### config.mk
export PLATFORM = sky130hd
export DESIGN_NAME = morse_key_sequencer
export DESIGN_NICKNAME = d
export VERILOG_FILES = /design/src/rtl/morse_pkg.sv /design/src/rtl/key_release_sync.sv /design/src/rtl/morse_key_sequencer.sv
export SDC_FILE = /design/constraint.sdc
export NUM_CORES = 1
export LEC_CHECK = 0
export CORE_ASPECT_RATIO = 0.9
export CORE_MARGIN = 5
export CORE_UTILIZATION = 45
export CTS_BUF_LIST = sky130_fd_sc_hd__clkbuf_4 sky130_fd_sc_hd__clkbuf_8 sky130_fd_sc_hd__clkbuf_16
export CTS_CLUSTER_DIAMETER = 80
export CTS_CLUSTER_SIZE = 30
export DETAILED_ROUTE_END_ITERATION = 8
export DONT_BUFFER_PORTS = 1
export MAX_ROUTING_LAYER = met4
export PLACE_DENSITY = 0.63
export SYNTH_ARGS = -nofsm -noshare
export SYNTH_HDL_FRONTEND = slang
export SYNTH_SLANG_ARGS = --single-unit
### constraint.sdc
create_clock -name clk -period 6.59 [get_ports clk]
set_clock_uncertainty 0.2 [all_clocks]
set_input_delay 1.318 -clock clk [delete_from_list [all_inputs] [get_ports clk]]
set_output_delay 1.318 -clock clk [all_outputs]
set_load 0.01 [all_outputs]
### src/rtl/morse_pkg.sv
// Purpose: shared constants and the FSM state type for the Morse key sequencer.
//   KEY_*   : keypad scan codes with a Morse meaning
//   state_e : sequencer states (IDLE, BUILD, OUT)
package morse_pkg;

  localparam logic [3:0] KEY_DOT    = 4'h0;
  localparam logic [3:0] KEY_DASH   = 4'h1;
  localparam logic [3:0] KEY_BKSP   = 4'hE;
  localparam logic [3:0] KEY_COMMIT = 4'hF;
  localparam logic [3:0] KEY_WSPACE = 4'hA;

  typedef enum logic [1:0] {
    ST_IDLE  = 2'd0,
    ST_BUILD = 2'd1,
    ST_OUT   = 2'd2
  } state_e;

endpackage

### src/rtl/key_release_sync.sv
// Purpose: brings the keypad scanner's key_flag into the clk domain and
//   reports key releases.
// Ports:
//   clk_i        system clock
//   rst_ni       synchronous active-low reset
//   key_flag_i   raw key-pressed flag (asynchronous to clk_i)
//   key_val_i    key code, stable whenever key_flag_i is low
//   rel_pulse_o  one-cycle pulse on a 1->0 transition of the synced flag
//   key_val_o    key code to sample together with rel_pulse_o
module key_release_sync (
  input  logic       clk_i,
  input  logic       rst_ni,
  input  logic       key_flag_i,
  input  logic [3:0] key_val_i,
  output logic       rel_pulse_o,
  output logic [3:0] key_val_o
);

  logic sync1_q;
  logic sync2_q;
  logic hist_q;

  always_ff @(posedge clk_i) begin
    if (!rst_ni) begin
      sync1_q <= 1'b0;
      sync2_q <= 1'b0;
      hist_q  <= 1'b0;
    end else begin
      sync1_q <= key_flag_i;
      sync2_q <= sync1_q;
      hist_q  <= sync2_q;
    end
  end

  assign rel_pulse_o = hist_q & ~sync2_q;
  // The scanner holds the code stable while the flag is low, and a release
  // is only seen after the flag has gone low, so no capture register is needed.
  assign key_val_o   = key_val_i;

endmodule

### src/rtl/morse_key_sequencer.sv
// Purpose: turns keypad key releases into Morse symbol records.
//   0 = dot, 1 = dash, E = backspace, F = commit, A = word space.
// Ports:
//   clk, rst_n            system clock, synchronous active-low reset
//   key_flag, key_val     keypad scanner flag (async) and key code
//   sym_valid, sym_ready  record handshake to the decoder
//   sym_len, sym_bits     record: element count (0 = word space), elements
//   building              a symbol is being keyed
//   err_pulse             one-cycle pulse: element overflow or key dropped in OUT
//
// Handshake: sym_valid is high exactly while in OUT; sym_len/sym_bits hold
// until a cycle with sym_valid & sym_ready, after which the sequencer is IDLE
// with the record cleared. sym_valid is a decode of the state register only,
// so sym_ready never reaches it combinationally.
module morse_key_sequencer
  import morse_pkg::*;
#(
  parameter int MAX_LEN    = 5,
  parameter int GAP_CYCLES = 50_000_000
) (
  input  logic               clk,
  input  logic               rst_n,
  input  logic               key_flag,
  input  logic [3:0]         key_val,
  output logic               sym_valid,
  input  logic               sym_ready,
  output logic [2:0]         sym_len,
  output logic [MAX_LEN-1:0] sym_bits,
  output logic               building,
  output logic               err_pulse
);

  localparam int             GW       = $clog2(GAP_CYCLES);
  localparam logic [GW-1:0]  GAP_LAST = GW'(GAP_CYCLES - 1);
  localparam logic [GW-1:0]  GAP_ONE  = GW'(1);
  localparam logic [2:0]     LEN_MAX  = 3'(MAX_LEN);

  logic       rel;
  logic [3:0] key;

  key_release_sync u_sync (
    .clk_i       (clk),
    .rst_ni      (rst_n),
    .key_flag_i  (key_flag),
    .key_val_i   (key_val),
    .rel_pulse_o (rel),
    .key_val_o   (key)
  );

  state_e             state_q, state_d;
  logic [2:0]         len_q, len_d;
  logic [MAX_LEN-1:0] bits_q, bits_d;
  logic [GW-1:0]      gap_q, gap_d;
  logic               err_q, err_d;

  logic is_elem;
  logic is_dash;

  assign is_elem = rel && (key == KEY_DOT || key == KEY_DASH);
  assign is_dash = (key == KEY_DASH);

  always_ff @(posedge clk) begin
    if (!rst_n) begin
      state_q <= ST_IDLE;
      len_q   <= 3'd0;
      bits_q  <= '0;
      gap_q   <= '0;
      err_q   <= 1'b0;
    end else begin
      state_q <= state_d;
      len_q   <= len_d;
      bits_q  <= bits_d;
      gap_q   <= gap_d;
      err_q   <= err_d;
    end
  end

  always_comb begin
    state_d = state_q;
    len_d   = len_q;
    bits_d  = bits_q;
    gap_d   = gap_q;
    err_d   = 1'b0;
    unique case (state_q)
      ST_IDLE: begin
        gap_d = '0;
        if (is_elem) begin
          bits_d    = '0;
          bits_d[0] = is_dash;
          len_d     = 3'd1;
          state_d   = ST_BUILD;
        end else if (rel && key == KEY_WSPACE) begin
          bits_d  = '0;
          len_d   = 3'd0;
          state_d = ST_OUT;
        end
      end
      ST_BUILD: begin
        if (is_elem) begin
          gap_d = '0;
          if (len_q == LEN_MAX) begin
            err_d = 1'b1;
          end else begin
            for (int i = 0; i < MAX_LEN; i++) begin
              if (i == int'(len_q)) bits_d[i] = is_dash;
            end
            len_d = len_q + 3'd1;
          end
        end else if (rel && key == KEY_BKSP) begin
          gap_d = '0;
          for (int i = 0; i < MAX_LEN; i++) begin
            if (i + 1 == int'(len_q)) bits_d[i] = 1'b0;
          end
          len_d = len_q - 3'd1;
          if (len_q == 3'd1) state_d = ST_IDLE;
        end else if (rel && (key == KEY_COMMIT || key == KEY_WSPACE)) begin
          // A word space closes the open symbol only; the user keys A again
          // to emit the space itself.
          gap_d   = '0;
          state_d = ST_OUT;
        end else begin
          // Ignored keys do not count as activity for the auto-commit gap.
          if (gap_q == GAP_LAST) begin
            gap_d   = '0;
            state_d = ST_OUT;
          end else if (gap_q != '1) begin
            gap_d = gap_q + GAP_ONE;
          end
        end
      end
      ST_OUT: begin
        gap_d = '0;
        if (rel) err_d = 1'b1;
        if (sym_ready) begin
          len_d   = 3'd0;
          bits_d  = '0;
          state_d = ST_IDLE;
        end
      end
      default: begin
        state_d = ST_IDLE;
        len_d   = 3'd0;
        bits_d  = '0;
        gap_d   = '0;
      end
    endcase
  end

  assign sym_valid = (state_q == ST_OUT);
  assign building  = (state_q == ST_BUILD);
  assign sym_len   = len_q;
  assign sym_bits  = bits_q;
  assign err_pulse = err_q;

endmodule

## Word level (Yosys, flattened, before mapping)

Cells that the tools add are included.

| word-level totals | value |
|---|---|
| word-level logic and storage cells | 105 |
| flip-flop bits (word level) | 40 |
| ROM bits | 0 |
| RAM bits | 0 |
| bits of input ports | 8 |
| memories kept | 0 |
| latch bits | 0 |
| output and inout bits | 11 |

| cells by class | value |
|---|---|
| $lt $le $gt $ge | 0 |
| mux-type cells | 37 |
| equality and inequality tests | 32 |
| bitwise gates (word level) | 4 |
| $mul | 0 |
| add/sub/neg operators | 3 |
| shifts and indexed selects | 0 |
| reduce and logical (&&, ||, !) cells | 17 |
| div/mod/pow operators | 0 |

Operators with widths:

| operator | count |
|---|---|
| two-way mux 5 bit | 6 |
| AND reduction 6 bit | 5 |
| adder 26 x 1 -> 26 bit, second input constant | 1 |
| equality test 26 bit, second input constant | 1 |
| != test 26 bit, second input constant | 1 |
| two-way mux 3 bit | 6 |
| != test 3 x 1 -> 1 bit, second input constant | 6 |
| != test 3 x 2 -> 1 bit, second input constant | 6 |
| two-way mux 2 bit | 8 |
| one-hot mux 5 bit (3 select lines) | 1 |
| two-way mux 1 bit | 13 |
| equality test 3 bit, first input constant | 4 |
| equality test 4 bit, second input constant | 3 |
| one-hot mux 3 bit (3 select lines) | 1 |
| != test 3 bit, second input constant | 2 |
| one-hot mux 2 bit (3 select lines) | 1 |
| OR reduction 6 bit | 1 |
| AND reduction 5 bit | 1 |
| equality test 4 x 1 -> 1 bit, second input constant | 1 |
| logical AND 1 bit | 4 |
| zero test 4 bit | 1 |
| != test 4 x 1 -> 1 bit, second input constant | 1 |
| AND reduction 4 bit | 1 |
| adder 3 x 1 -> 3 bit, second input constant | 1 |
| 14 further kinds | 17 |

## Depth between registers and ports, before layout

Gate-level depths: netlist of run 1.

| logic depth | value |
|---|---|
| depth after elaboration | 7 |
| depth in mapped cells | 7 |
| depth with buffers taken out | 7 |

## Modules after synthesis

From an unflattened synthesis of run 1, not the netlist that was laid out.

| second synthesis, totals | value |
|---|---|
| cells, all modules | 265 |
| area total of the unflattened synthesis | 2293.4 um2 |

By module, submodules not included:

| module | area each (um2) | cells an instance | instances | seq. area each (um2) |
|---|---|---|---|---|
| morse_key_sequencer | 2174.6 | 254 | 1 | 740.7 |
| key_release_sync | 118.9 | 11 | 1 | 60.1 |

## Worst setup path before layout of run 1

No wires, ideal clock.

| path | value |
|---|---|
| path kind | input port to flip-flop |
| start point | input port key_val[2] |
| end point | register len_q[2], in the netlist sym_len[2] |
| data arrival time | 2.664 ns |
| path buffers | 0 |
| setup slack | 3.609 ns |
| stages | 5 |
| path through | nor3b_1 -> o221ai_1 -> a31oi_1 -> o31ai_1 -> a32o_1 |

| on the way | value |
|---|---|
| cells in the longest elaborated chain, start to end | 5 |
| elaborated cells between the ends (all ways) | 15 |
| those cells by class | eq/ne (6); mux (3); reduce/logical (6) |

RTL lines:

| element | RTL line | source |
|---|---|---|
| start: declaration | morse_key_sequencer.sv:24 | `input logic [3:0] key_val,` |
| equality test 4 x 1 -> 1 bit or zero test 4 bit (tied branches) | morse_key_sequencer.sv:59 | `assign is_elem = rel && (key == KEY_DOT \|\| key == KEY_DASH);` |
| logical OR 1 bit | morse_key_sequencer.sv:59 |  |
| logical AND 1 bit | morse_key_sequencer.sv:59 |  |
| != test 3 bit (no line), or another cell as far along | n/a |  |
| AND reduction 4 bit (no line) or one-hot mux 3 bit (3 select lines) (tied branches) | n/a |  |
| end signal: assignment | morse_key_sequencer.sv:71 | `len_q <= len_d;` |
| end: declaration | morse_key_sequencer.sv:51 | `logic [2:0] len_q, len_d;` |

Several ways; a longest one is shown, not always the timed one.
A chain may end at the register's enable or synchronous reset.

## Worst setup path after layout of run 1

Ends and elaborated chain as after synthesis.

==> results of run 1 <==
==> synth_stat cells (2+ instances only) <==
library cell  instances
o21ai_0               7
and2_1                6
mux2_2                2
nor4_1                2
nand2_1              17
or4_1                 9
xnor2_1               8
ha_1                 10
mux2i_1               3
a21oi_1              15
a32o_1                6
nor3_1                4
clkbuf_1              5
nand4_1               5
inv_1                13
o21a_1                3
o221ai_1              2
o31ai_1               8
dfxtp_1              40
xor2_1                5
a31oi_1               5
nor2_1               24
or3_1                 4
nor2b_1               4
and3_1                8
nand3_1              12
a211oi_1              4
==> kinds of logic after synthesis <==
| family | count (synthesis) |
|---|---|
| simple gates | 108 |
| compound gates | 61 |
| flops | 40 |
| buf+inv | 21 |
| xor+xnor | 13 |
| fa+ha+maj | 10 |
| mux | 5 |
==> sequential cells by signal, indices dropped and copies added, names as in the netlist <==
signal	cells
gap_q	26
sym_bits	5
sym_len	3
state_q	2
err_pulse	1
u_sync.hist_q	1
u_sync.sync1_q	1
u_sync.sync2_q	1
==> worst max-delay path: cells and delay by family <==
family          cells  cell delay [ns]
compound gates      4             1.23
simple gates        1             0.37
==> metrics by stage <==
| stage | total power, µW | hold slack, ns | area (µm²) | util [%] | cells |
|---|---|---|---|---|---|
| 2_1_floorplan | 255 | 0.212 | 2280 | - | 258 |
| 3_3_place_gp | 255 | 0.217 | 2310 | 47.5 | 315 |
| 3_5_place_dp | 255 | 0.221 | 2310 | 47.5 | 315 |
| 4_1_cts | 456 | 0.243 | 2420 | 49.7 | 323 |
| 5_1_grt | 469 | 0.283 | 2420 | 49.7 | 323 |
| 6_report | 452 | 0.240 | 2420 | 49.7 | 323 |
==> power breakdown <==
part | internal, µW | switching [µW] | total, µW
sequential | 242 | 0.715 | 243
clock | 117 | 86.1 | 203
combinational | 3.08 | 3.61 | 6.70
==> area by class of cell <==
cell class                      instances  area share (%)
Clock inverter                          2            1.45
Clock buffer                            6            3.15
Tap cell                               65            3.36
Sequential cell                        40            33.1
Multi-Input combinational cell        197            56.9
Inverter                               13            2.02
==> final timing paths <==
path / end
worst max-delay path: sym_len[2]
worst min-delay path: u_sync.sync2_q
worst max register to register: gap_q[25]
worst min register to register: u_sync.sync2_q
==> layer usage <==
| layer | up-vias | wire (µm) |
|---|---|---|
| met5 | - | 0 |
| met4 | 0 | 66 |
| met3 | 8 | 259 |
| met2 | 44 | 2140 |
| met1 | 897 | 2310 |
| li1 | 964 | - |
==> flow_summary.yaml, run 1 <==
sta:
  timing.final.ws_setup_ns: 3.66
  fmax_mhz: 341
  hold_violations: 0
  tns_ns: 0
  slew-limit-headroom_pct: 44.3
  slew_violations: 0
  rsz0062_at_grt: "no"
  tightest_slew_ns: 0.828
  post-route-period-util_pct: 44.5
  setup_viol: 0
  finalWorstPathRequiredPeriod_ns: 2.93
cts:
  ctsResizeCount: 0
  numCtsBuffers: 5
  cts_hold_buf: 0
  clockBufferDepth: 2
  clock-sinks: 40
  path_clk_slew_ns: 0.08
  clk_latency_ns: 0.29
  cts-htree-levels: 2
  cts_tree: "done"
  post_cts_buffers: 0
  cts-root-buf: "clkbuf_8"
placement:
  pre_cts_ws_ns: 3.39
  io_buffers: 0
  gp_congestion: 0.890
  dp_hpwl_mm: 3.36
floorplan:
  die_area_mm2: 0.00658
  die_h_um: 77.5
  ios: 19
  core-area_mm2: 0.00486
  die_w_um: 85.0
  start_util_pct: 46.8
  num_rows: 24
worst_hold_path:
  min_from: "u_sync.sync1_q"
  hp-class: "reg2reg"
  hold_depth: 1
yosys:
  synth_top_family_by_area: "simple AND/OR/NAND/NOR gates"
  synth_edf_count: 0
  synth_area_mm2: 0.00228
  yosysWarnings: 0
  yosys.area_share.simple_pct: 27.4
  synth_area_leaders: "dfxtp_1 (35%), ha_1 (5.5%), nor2_1 (4.0%), a21oi_1 (3.3%), xnor2_1 (3.1%)"
  synthMuxAreaShare_pct: 2.31
  synth_compound_area_share_pct: 20.3
  syn_nets: 276
  synth.distinct_cells: 54
  synth-seq-cells: 40
  syn_inst: 258
  ys.flop_type: "dfxtp_1"
  synthXorXnorAreaFrac_pct: 5.00
  async_flop_share_pct: 0
  seq_area_frac_synth_pct: 35.2
  syn_area_per_cell_um2: 8.82
  synthAdderAreaFrac_pct: 5.50
  synth_top_cell_by_area: "dfxtp_1"
  yosys.area.top_type_share_pct: 35.2
routing:
  ant_nets: 0
  viasPerCell: 5.92
  wire_per_inst_um: 14.8
  drt_iter0_drc: 107
  vias: 1913
  wl_mm: 4.77
  drc_errors: 0
  drtPass1Iterations: 4
final_layout:
  antennaDiodeCount: 0
  seq_area_um2: 801
  layout_common_cells: "dfxtp_1 (40), nor2_1 (24), nand2_1 (17), a21oi_1 (15), inv_1 (13)"
  drive_gt1_share_pct: 6.98
  nets: 275
  final_common_cell: "dfxtp_1"
  multi_input_area_mm2: 0.00138
  fillers: 492
  area_growth_pct: 6.32
status:
  outcome: "finished, final reports clean"
worst_setup_path:
  rrSetupSlack_ns: 4.00
  rr_worst_depth: 6
  startpoint_type: "primary input"
  rr_startpoint: "gap_q[0]"
  cp_max_fo: 7
  cp_slowest_stage_delay_ns: 0.51
  critPathCaptureType: "register"
  cp.arrival_ns: 2.92
  critPathSlowestCell: "a31oi_1"
  worstPathRequired_ns: 6.58
  path_class: "in2reg"
  crit_chain: "nor3b_1, o221ai_1, a31oi_1, o31ai_1, a32o_1"
  crit_start: "key_val[2]"
grt:
  grt-ovfl-total: 0
  grt_pass1_vias: 1783
  use_met1_pct: 20.0
  antenna_found_initial: 0
  grt_max_degree: 27
  grt_use_total_pct: 15.6
  busiest_layer: "met2"
  grt_use_met3_pct: 4.56
  gr-usage-met2_pct: 23.4
  grt_first_pass_wirelength_mm: 8.33
power_and_ir_drop:
  vdd_ir_drop_max_mv: 0.103
  pwr_density_cell_mw_per_mm2: 187
  p_leak_uw: 0.000799
job:
  cap_violations: 0
Power figures use the tool's default switching activity.
==> inputs of run 2 (changes only) <==
clock period = 3 ns   (was 6.59 ns; I/O delays follow)
==> run 2 against run 1 <==
Net effect:
- cell count is 1.9% higher
- flip-flop and latch count unchanged
- sequential power rose by 120%
- hold slack lost 0.021 ns
- combinational power is 120% higher
- via count hardly changed
- sequential share of layout area down 0.42 points
- largest cell class unchanged
- largest power group unchanged
==> flow_summary.yaml, run 2 (synthesized netlist as in run 1, its figures left out) <==
routing:
  drt_iter0_drc: 75
  drtPass1Iterations: 5
  drc_errors: 0
  ant_nets: 0
  wl_mm: 4.80
  viasPerCell: 5.82
  vias: 1914
  wire_per_inst_um: 14.6
cts:
  post_cts_buffers: 0
  cts-root-buf: "clkbuf_8"
  clockBufferDepth: 2
  path_clk_slew_ns: 0.08
  cts_tree: "done"
  cts_hold_buf: 0
  clock-sinks: 40
  numCtsBuffers: 5
  clk_latency_ns: 0.29
  ctsResizeCount: 0
  cts-htree-levels: 2
floorplan:
  die_h_um: 77.5
  core-area_mm2: 0.00486
  die_w_um: 85.0
  start_util_pct: 46.8
  num_rows: 24
  die_area_mm2: 0.00658
  ios: 19
sta:
  slew-limit-headroom_pct: 62.3
  hold_violations: 0
  slew_violations: 0
  tns_ns: 0
  tightest_slew_ns: 0.563
  post-route-period-util_pct: 82.3
  setup_viol: 0
  rsz0062_at_grt: "no"
  finalWorstPathRequiredPeriod_ns: 2.47
  fmax_mhz: 405
final_layout:
  area_growth_pct: 7.70
  largest_reg_flops: 26
  top_register: "gap_q"
  layout_common_cells: "dfxtp_1 (40), nor2_1 (24), nand2_1 (17), a21oi_1 (15), inv_1 (13)"
  nets: 281
  antennaDiodeCount: 0
  drive_gt1_share_pct: 9.09
  fin_util_pct: 50.4
  fin_area_mm2: 0.00245
  fillers: 477
  final_common_cell: "dfxtp_1"
grt:
  grt-ovfl-total: 0
  grt_first_pass_wirelength_mm: 8.31
  grt_use_met3_pct: 4.13
  grt_use_total_pct: 15.7
  busiest_layer: "met2"
  gr-usage-met2_pct: 22.9
  antenna_found_initial: 0
  grt_pass1_vias: 1749
  grt_max_degree: 18
  use_met1_pct: 21.0
power_and_ir_drop:
  switching_power_uw: 200
  pwr_density_cell_mw_per_mm2: 381
  vdd_ir_drop_max_mv: 0.232
  p_total_uw: 935
  pwr-share-clk_pct: 41.3
  p_int_uw: 735
  p_leak_uw: 0.000816
  swShare_pct: 21.4
  seqPwrFrac_pct: 57.1
  pwr-share-comb_pct: 1.6
worst_setup_path:
  rr_worst_depth: 7
  worstPathRequired_ns: 3.00
  cp_max_fo: 9
  path_class: "reg2reg"
  cp.arrival_ns: 2.47
  critPathCaptureType: "register"
  startpoint_type: "register"
placement:
  io_buffers: 0
  gp_congestion: 0.908
  dp_hpwl_mm: 3.50
  placed_area_mm2: 0.00235
status:
  outcome: "finished, final reports clean"
worst_hold_path:
  hp-class: "in2reg"
  hold_depth: 2
job:
  cap_violations: 0
run 2: cell types whose count changed in the layout (fill, tap and decap cells not counted):
cell	before	now
buf_4	0	6
clkinv_2	1	0
clkbuf_8	5	6
bufinv_16	1	0
clkinvlp_4	0	1
run 2: per-layer routing:
metal | part of all wire [%] | vias to the layer above | routed length [µm]
li1 | - | 976 | -
met1 | 49 | 897 | 2340
met2 | 45 | 35 | 2140
met3 | 5.6 | 6 | 267
met4 | 1.1 | 0 | 53
met5 | 0 | - | 0
run 2: stage by stage:
| stage | cells | hold WS [ns] | setup WS (ns) |
|---|---|---|---|
| final | 329 | 0.220 | 0.531 |
| after global routing | 329 | 0.207 | 0.325 |
| after CTS | 329 | 0.206 | 0.511 |
| after detailed placement | 321 | 0.225 | 0.393 |
| after global placement | 321 | 0.216 | 0.547 |
| after floorplan | 258 | 0.212 | 0.737 |
run 2: path summary, 6_finish.rpt:
path | startpoint | to | slack, ns
min | rst_n | err_pulse | 0.22
max reg2reg | gap_q[0] | gap_q[25] | 0.53
min reg2reg | u_sync.sync1_q | u_sync.sync2_q | 0.24
max | gap_q[0] | gap_q[25] | 0.53
run 2: power by group through the flow:
| stage | Clock, µW | Combinational (µW) | Sequential (µW) |
|---|---|---|---|
| 6_report | 386 | 14.9 | 534 |
| 5_1_grt | 428 | 16.8 | 534 |
| 4_1_cts | 403 | 15.0 | 534 |
| 3_5_place_dp | 0 | 14.8 | 547 |
| 3_3_place_gp | 0 | 14.7 | 546 |
| 2_1_floorplan | 0 | 13.7 | 546 |
run 2: critical path: stages (launching register included):
cell	delay, ns
dfxtp_1	0.37
ha_1	0.18
nand2_1	0.19
or4_4	0.64
nor3_4	0.30
buf_4	0.23
nor2b_1	0.05
a211oi_1	0.20
run 2: layout make-up:
| class | instances | area [µm²] | area share, % |
|---|---|---|---|
| Multi-Input combinational cell | 197 | 1380 | 56.2 |
| Sequential cell | 40 | 801 | 32.7 |
| Clock buffer | 7 | 90.1 | 3.68 |
| Tap cell | 65 | 81.3 | 3.32 |
| Inverter | 13 | 48.8 | 1.99 |
| Timing Repair Buffer | 6 | 45.0 | 1.84 |
| Clock inverter | 1 | 7.51 | 0.306 |
==> inputs of run 3 (changes only) <==
clock period = 2.6 ns   (was 3 ns; I/O delays follow)
==> run 3 against run 2 <==
Net effect:
- power up 23%
- first-iteration DRC count up 43%
- clock power up 34%
- routed wire length up 1.2%
==> flow_summary.yaml, run 3 (synthesized netlist as in run 1, its figures left out) <==
final_layout:
  area_growth_pct: 8.85
  largest_reg_flops: 26
  fin_util_pct: 50.9
  multi_input_area_mm2: 0.00138
  nets: 281
  antennaDiodeCount: 0
  top_register: "gap_q"
  layout_common_cells: "dfxtp_1 (40), nor2_1 (24), nand2_1 (17), a21oi_1 (15), inv_1 (13)"
  drive_gt1_share_pct: 9.09
  seq_area_um2: 801
  final_common_cell: "dfxtp_1"
  fillers: 476
placement:
  dp_hpwl_mm: 3.51
  pre_cts_ws_ns: 0.264
  io_buffers: 0
  gp_congestion: 0.876
power_and_ir_drop:
  p_int_uw: 907
  switching_power_uw: 243
  pwr-share-clk_pct: 44.9
  pwr-share-comb_pct: 1.5
  p_leak_uw: 0.000828
  vdd_ir_drop_max_mv: 0.223
  seqPwrFrac_pct: 53.6
  swShare_pct: 21.1
  pwr_density_cell_mw_per_mm2: 464
cts:
  cts-root-buf: "clkbuf_8"
  path_clk_slew_ns: 0.08
  ctsResizeCount: 0
  cts_tree: "done"
  numCtsBuffers: 5
  clock-sinks: 40
  clk_latency_ns: 0.30
  cts-htree-levels: 2
  clockBufferDepth: 2
  cts_hold_buf: 0
  post_cts_buffers: 0
sta:
  holdWs_ns: 0.135
  tns_ns: 0
  rsz0062_at_grt: "no"
  tightest_slew_ns: 0.494
  fmax_mhz: 439
  timing.final.ws_setup_ns: 0.322
  slew_violations: 0
  setup_viol: 0
  finalWorstPathRequiredPeriod_ns: 2.28
  hold_violations: 0
  post-route-period-util_pct: 87.6
  slew-limit-headroom_pct: 67.0
worst_hold_path:
  hp-class: "in2reg"
  hold_depth: 2
status:
  outcome: "finished, final reports clean"
worst_setup_path:
  critPathCaptureType: "register"
  worstPathRequired_ns: 2.63
  cp.arrival_ns: 2.31
  cp_max_fo: 9
  rr_worst_depth: 4
  startpoint_type: "register"
  path_class: "reg2reg"
floorplan:
  die_h_um: 77.5
  core-area_mm2: 0.00486
  die_w_um: 85.0
  start_util_pct: 46.8
  num_rows: 24
  die_area_mm2: 0.00658
  ios: 19
grt:
  grt-ovfl-total: 0
  grt_max_degree: 27
  antenna_found_initial: 0
  grt_first_pass_wirelength_mm: 8.36
  grt_pass1_vias: 1715
  grt_use_total_pct: 15.8
routing:
  ant_nets: 0
  drtPass1Iterations: 4
  vias: 1940
  viasPerCell: 5.90
  wl_mm: 4.86
  wire_per_inst_um: 14.8
  drc_errors: 0
  drt_iter0_drc: 107
job:
  cap_violations: 0
-- run 3: through the flow --
step / cell area [µm²] / total power [µW] / instances
after floorplan: 2280 / 646 / 258
after global routing: 2480 / 1190 / 329
final: 2480 / 1150 / 329
after detailed placement: 2370 / 648 / 321
after CTS: 2480 / 1160 / 329
after global placement: 2370 / 648 / 321
-- run 3: cell type report --
cell class              instances  area share, %
clock inverters                 3           1.72
repair buffers                  6           2.32
multi-input cells             197           55.6
clock buffers                   5           2.78
well taps                      65           3.28
flip-flops and latches         40           32.3
inverters                      13           1.97
-- run 3: worst max-delay path: stages (launching register included) --
cell     delay (ns)
dfxtp_1        0.44
nand3_1        0.20
or4_1          0.68
or4b_1         0.55
a21oi_1        0.14
-- run 3: path summary, 6_finish.rpt --
path | startpoint | to | slack (ns)
setup / recovery | gap_q[7] | gap_q[23] | 0.32
hold / removal | rst_n | err_pulse | 0.14
setup reg to reg | gap_q[7] | gap_q[23] | 0.32
hold reg to reg | u_sync.sync1_q | u_sync.sync2_q | 0.24
-- run 3: per-layer routing --
metal	GRT usage (%)	vias to the layer above	wire length [µm]
met5	-	-	0
met4	3.96	0	51
met3	5.83	7	238
met2	23.3	33	2190
met1	20.5	919	2380
li1	-	981	-
-- run 3: power by group through the flow --
stage	registers, µW	clock network, µW	logic, µW
global route	617	557	19.7
finish	616	516	17.5
detailed placement	631	0	17.4
global placement	631	0	17.4
floorplan	630	0	15.8
CTS	616	531	17.5
